$ cat src/rtl/pipe_skid_stage_if.sv
`default_nettype none
// ============================================================================
// Module   : pipe_skid_stage_if
// Brief    : Handshake bundle for one pipe_skid_stage boundary. It carries the
//            upstream valid/ready/data, the downstream valid/ready/data, the
//            stage flush and the occupancy report.
//            master = environment side (upstream producer + downstream consumer)
//            slave  = the stage itself
// Revision : 1.0 - initial release
// ============================================================================
interface pipe_skid_stage_if #(
  parameter int DATA_W = 64
) ();

  logic              in_valid;
  logic [DATA_W-1:0] in_data;
  logic              in_ready;
  logic              out_valid;
  logic [DATA_W-1:0] out_data;
  logic              out_ready;
  logic              flush;
  logic [1:0]        occupancy;

  modport master (
    output in_valid, in_data, out_ready, flush,
    input  in_ready, out_valid, out_data, occupancy
  );

  modport slave (
    input  in_valid, in_data, out_ready, flush,
    output in_ready, out_valid, out_data, occupancy
  );

endinterface
`default_nettype wire

$ cat src/rtl/pipe_skid_stage.sv
`default_nettype none
// ============================================================================
// Module   : pipe_skid_stage
// Brief    : Two-entry skid-buffer pipeline register with valid/ready flow
//            control, synchronous flush and registered backpressure.
//            Slot "main" drives the output and slot "skid" absorbs the one
//            payload accepted in the cycle a downstream stall first appears.
//            Optional build macro PIPE_SKID_ZERO_EN: clears every slot that
//            becomes invalid, so out_data reads 0 whenever out_valid is 0.
// Revision : 1.0 - initial release
// ============================================================================
module pipe_skid_stage #(
  parameter int DATA_W = 64
) (
  input wire               clk,
  input wire               reset,     // asynchronous, active-low
  pipe_skid_stage_if.slave bus
);

`ifdef PIPE_SKID_ZERO_EN
  localparam bit c_zero_en = 1'b1;
`else
  localparam bit c_zero_en = 1'b0;
`endif

  // Encoding equals the number of held entries, so occupancy is the state.
  typedef enum logic [1:0] {
    ST_EMPTY = 2'd0,
    ST_ONE   = 2'd1,
    ST_FULL  = 2'd2
  } state_t;

  state_t            r_state;
  state_t            w_state_nxt;
  logic [DATA_W-1:0] r_main;
  logic [DATA_W-1:0] r_skid;
  logic [DATA_W-1:0] w_main_nxt;
  logic [DATA_W-1:0] w_skid_nxt;
  logic              w_in_ready;
  logic              w_out_valid;
  logic              w_in_fire;
  logic              w_out_fire;

  // Outputs decode registered state only: no out_ready->in_ready path and no
  // in_*->out_* path exists through this stage.
  assign w_in_ready    = (r_state != ST_FULL);
  assign w_out_valid   = (r_state != ST_EMPTY);
  assign w_in_fire     = bus.in_valid & w_in_ready;
  assign w_out_fire    = w_out_valid & bus.out_ready;

  assign bus.in_ready  = w_in_ready;
  assign bus.out_valid = w_out_valid;
  assign bus.out_data  = r_main;
  assign bus.occupancy = 2'(r_state);

  // Next-state and slot-update logic; flush overrides every normal transition.
  always_comb begin
    w_state_nxt = r_state;
    w_main_nxt  = r_main;
    w_skid_nxt  = r_skid;

    if (bus.flush) begin
      // An out_fire this cycle has already been delivered; an in_fire is lost.
      w_state_nxt = ST_EMPTY;
      if (c_zero_en) begin
        w_main_nxt = '0;
        w_skid_nxt = '0;
      end
    end else begin
      case (r_state)
        ST_EMPTY: begin
          if (w_in_fire) begin
            w_state_nxt = ST_ONE;
            w_main_nxt  = bus.in_data;
          end
        end

        ST_ONE: begin
          if (w_in_fire && w_out_fire) begin
            w_main_nxt = bus.in_data;
          end else if (w_in_fire) begin
            // Downstream stalled while we accepted: park the younger payload.
            w_state_nxt = ST_FULL;
            w_skid_nxt  = bus.in_data;
          end else if (w_out_fire) begin
            w_state_nxt = ST_EMPTY;
            if (c_zero_en) begin
              w_main_nxt = '0;
            end
          end
        end

        ST_FULL: begin
          // in_ready is low here, so only the drain side can move.
          if (w_out_fire) begin
            w_state_nxt = ST_ONE;
            w_main_nxt  = r_skid;
            if (c_zero_en) begin
              w_skid_nxt = '0;
            end
          end
        end

        default: begin
          // Unreachable encoding: recover to a clean empty stage.
          w_state_nxt = ST_EMPTY;
          if (c_zero_en) begin
            w_main_nxt = '0;
            w_skid_nxt = '0;
          end
        end
      endcase
    end
  end

  // State and payload registers with asynchronous clear.
  always_ff @(posedge clk or negedge reset) begin
    if (!reset) begin
      r_state <= ST_EMPTY;
      r_main  <= '0;
      r_skid  <= '0;
    end else begin
      r_state <= w_state_nxt;
      r_main  <= w_main_nxt;
      r_skid  <= w_skid_nxt;
    end
  end

endmodule
`default_nettype wire

$ cat src/flat_wrapper.sv
// flat-port wrapper written by rule: the top's interface ports become plain ports
module pipe_skid_stage_flat 
#(
  parameter int DATA_W = 64
)
  (clk, reset, bus_in_valid, bus_in_data, bus_out_ready, bus_flush, bus_in_ready, bus_out_valid, bus_out_data, bus_occupancy);
  pipe_skid_stage_if #(.DATA_W(DATA_W)) bus_i ();
  input wire clk;
  input wire reset;
  input wire logic [$bits(bus_i.in_valid)-1:0] bus_in_valid;
  input wire logic [$bits(bus_i.in_data)-1:0] bus_in_data;
  input wire logic [$bits(bus_i.out_ready)-1:0] bus_out_ready;
  input wire logic [$bits(bus_i.flush)-1:0] bus_flush;
  output wire logic [$bits(bus_i.in_ready)-1:0] bus_in_ready;
  output wire logic [$bits(bus_i.out_valid)-1:0] bus_out_valid;
  output wire logic [$bits(bus_i.out_data)-1:0] bus_out_data;
  output wire logic [$bits(bus_i.occupancy)-1:0] bus_occupancy;
  assign bus_i.in_valid = bus_in_valid;
  assign bus_i.in_data = bus_in_data;
  assign bus_i.out_ready = bus_out_ready;
  assign bus_i.flush = bus_flush;
  assign bus_in_ready = bus_i.in_ready;
  assign bus_out_valid = bus_i.out_valid;
  assign bus_out_data = bus_i.out_data;
  assign bus_occupancy = bus_i.occupancy;
  pipe_skid_stage #(.DATA_W(DATA_W)) u_core (.clk(clk), .reset(reset), .bus(bus_i));
endmodule
$ cat config.mk
export PLATFORM = sky130hd
export DESIGN_NAME = pipe_skid_stage_flat
export DESIGN_NICKNAME = d
export VERILOG_FILES = /design/src/rtl/pipe_skid_stage_if.sv /design/src/rtl/pipe_skid_stage.sv /design/src/flat_wrapper.sv
export SDC_FILE = /design/constraint.sdc
export NUM_CORES = 1
export LEC_CHECK = 0
export CORE_MARGIN = 10
export CORE_UTILIZATION = 45
export DETAILED_ROUTE_END_ITERATION = 8
export PLACE_DENSITY = 0.76
export SYNTH_ARGS = -nofsm -noshare
export SYNTH_HDL_FRONTEND = slang
export SYNTH_SLANG_ARGS = --single-unit
$ cat constraint.sdc
create_clock -name clk -period 1.8 [get_ports clk]
set_clock_uncertainty 0.15 [all_clocks]
set_input_delay 0.18 -clock clk [delete_from_list [all_inputs] [get_ports clk]]
set_output_delay 0.18 -clock clk [all_outputs]
set_load 0.005 [all_outputs]
==> results of run 1 <==
-- stage by stage --
stage,setup WS (ps),utilization (%),std cells
2_1_floorplan,-33.9,-,356
3_3_place_gp,-297,59.1,664
3_5_place_dp,-345,59.1,664
4_1_cts,-87.5,65.3,709
5_1_grt,-161,68.3,721
6_report,-111,68.3,721
-- cell type report --
cell class | count | area (sq um) | share of cell area (%)
clock buffer | 28 | 527 | 6.16
clock inverter | 4 | 45.0 | 0.527
inverter | 1 | 3.75 | 0.0439
multi-input combinational | 206 | 2460 | 28.8
sequential | 130 | 3250 | 38.1
tap | 172 | 215 | 2.52
timing repair buffer | 180 | 2050 | 23.9
-- final timing paths --
| check | depth (start not counted) | endpoint | start |
|---|---|---|---|
| max | 7 | u_core.bus.out_data[31] | u_core.bus.occupancy[0] |
| min in group clk | 2 | u_core.r_skid[44] | bus_in_data[44] |
| max reg2reg | 7 | u_core.bus.out_data[31] | u_core.bus.occupancy[0] |
| min reg2reg | 1 | u_core.r_skid[18] | u_core.r_skid[18] |
| max in group asynchronous | 3 | u_core.bus.occupancy[0] | reset |
| min | 2 | u_core.r_skid[24] | reset |
-- timing repair --
item	4_1_cts	5_1_grt
setup buffers	10	5
cloned	2	8
hold buffers	1	0
gates resized for setup	19	45
pin swaps	1	1
endpoints found under the setup margin	67	126
endpoints found under the hold margin	130	0
-- layer usage --
metal	up-vias	global-route usage (%)	part of all wire (%)
met5	-	0	0
met4	0	6.66	2.0
met3	23	5.26	4.9
met2	93	28.7	54
met1	1879	17.6	39
li1	1660	-	-
-- layout by cell type (no fill, tap or decap), drive strengths merged, types with 2 or more instances in the layout --
| master | instances |
|---|---|
| clkinv | 3 |
| clkdlybuf4s50 | 132 |
| nor2 | 3 |
| buf | 38 |
| clkbuf | 36 |
| a21oi | 2 |
| dfrtp | 130 |
| mux2 | 192 |
-- cells by family (layout without fill, tap and decap cells) --
group,Yosys count,count (layout),synth area share [%]
simple gates,9,9,0.987
buf+inv,20,213,2.96
mux,193,193,38.4
compound gates,4,4,0.658
flops,130,130,57.0
-- power groups by stage --
stage | combinational (mW) | clock, mW | sequential [mW]
6_report | 2.12 | 3.29 | 4.02
5_1_grt | 2.28 | 3.48 | 4.11
4_1_cts | 2.03 | 3.35 | 4.01
3_5_place_dp | 1.95 | 0 | 4.05
3_3_place_gp | 1.89 | 0 | 4.00
2_1_floorplan | 0.893 | 0 | 3.97
-- flip-flops by register name, indices dropped and copies added, names as in the netlist --
signal,cells
u_core.r_skid,64
u_core.bus.out_data,64
u_core.bus.occupancy,2
-- Yosys cell counts --
cell type / instances / area (sq um)
nor2_1: 3 / 11.3
buf_2: 6 / 30.0
o21a_1: 1 / 7.51
dfrtp_1: 130 / 3250
mux2i_1: 1 / 10.0
nor3_1: 1 / 5.00
mux2_4: 4 / 60.1
buf_4: 1 / 7.51
a21oi_4: 1 / 16.3
nand3_2: 1 / 10.0
buf_6: 11 / 124
mux2_2: 188 / 2120
a21oi_1: 1 / 5.00
or2_2: 1 / 6.26
clkbuf_1: 1 / 3.75
nor2b_2: 1 / 8.76
nand2b_1: 1 / 6.26
o21ai_2: 1 / 8.76
and2b_2: 1 / 8.76
inv_1: 1 / 3.75
==> flow_summary.json, run 1 <==
{
  "status": "finished with violations",
  "violations": "negative setup slack",
  "ys_types": 20,
  "grt_pass1_wl_mm": 22.5,
  "overflow": 0,
  "synth_warnings": 0,
  "fmax_ghz": 0.523,
  "ioPinCount": 137,
  "crit_arrival_ps": 2060,
  "place.port_buffers": 136,
  "first_iter_violations": 140,
  "ant_nets": 0,
  "cpLargestDelayFamily": "buffers and inverters",
  "combPwrFrac_pct": 22.5,
  "p_leak_nw": 3.73,
  "drc": 0,
  "insertion_delay_ps": 410,
  "synthCells": 356,
  "max-slew-margin-rel_pct": 78.2,
  "crit_path_cell_trace": "nor2b_4 -> buf_6 -> o21ai_4 -> a21oi_4 -> buf_12 -> buf_12 -> mux2_2",
  "ys_ff_latch": 130,
  "switchingPower_mw": 2.18,
  "clk_pin_slew_ps": 50,
  "finalWirelength_mm": 14.9,
  "antennaDiodeCount": 0,
  "yosysSeqAreaShare_pct": 57.0,
  "place_area_sq_um": 7400,
  "cts_sinks": 130,
  "peakVddDrop_uv": 722,
  "p_int_mw": 7.25,
  "grtUsageTotal_pct": 16.3,
  "grt_max_degree": 43,
  "cap_viol_max_count": 0,
  "fp.dieH_um": 133,
  "cpMostUsedCell": "buf_12",
  "period_share_pct": 106,
  "wl_per_cell_um": 20.7,
  "p_seq_share_pct": 42.6,
  "cts_buffers": 17,
  "clockRootBuffer": "clkbuf_16",
  "via_per_inst": 5.07,
  "critPathLaunchType": "register",
  "netlist_area_sq_um": 5700,
  "layout_min_cycle_time_ps": 1910,
  "ctsHtreeMaxLevel": 4,
  "post-dp-hpwl_mm": 9.44,
  "drive_above_1_share_pct": 49.7,
  "cts_max_path_buffers": 2,
  "grt_pass1_vias": 4092,
  "hold_class": "input port to asynchronous set/reset pin",
  "antenna_found_initial": 0,
  "synth.avg_cell_area_sq_um": 16.0,
  "fill_cells": 918,
  "tritoncts": "done",
  "end_kind": "register",
  "firstDrtPassIters": 4,
  "hold_viol_final": 0,
  "rsz0062_at_grt": "yes",
  "slowest_stage": "dfrtp_2",
  "fin_setup_tns_ps": -4990,
  "cp_max_fo": 14,
  "gp_congestion": 0.758,
  "areaGrowthSynthToFinish_pct": 50.0,
  "r2r_setup_slack_ps": -110,
  "worstMarginPinSlew_ps": 327,
  "final_area_sq_um": 8550,
  "initial_core_util_pct": 45.6,
  "vias": 3655,
  "hold_ws_ps": 56.4,
  "slew_violations": 0,
  "die-area_sq_um": 17600,
  "core_sq_um": 12500,
  "swShare_pct": 23.1,
  "cp_slowest_stage_delay_ps": 430,
  "p_per_area_nw_per_um2": 1100,
  "crit_buf_inv": 3,
  "final_nets": 605,
  "critPathKind": "register to register",
  "cp.required_ps": 1950,
  "die_x_um": 133,
  "syn_nets": 425,
  "fin_ws_ps": -111,
  "p_total_mw": 9.43,
  "p_clk_share_pct": 34.8,
  "rows": 41,
  "finalSetupViolCount": 64
}
Power figures use the tool's default switching activity.
==> inputs of run 2 (changes only) <==
ABC_CLOCK_PERIOD_IN_PS = 1800   (was not set)
==> results of run 2 <==
Final layout, timing and power as in run 1 (identical DEF).
==> inputs of run 3 (changes only) <==
CAP_MARGIN = 40   (was not set)
==> results of run 3 <==
Final layout, timing and power as in run 1 (identical DEF).
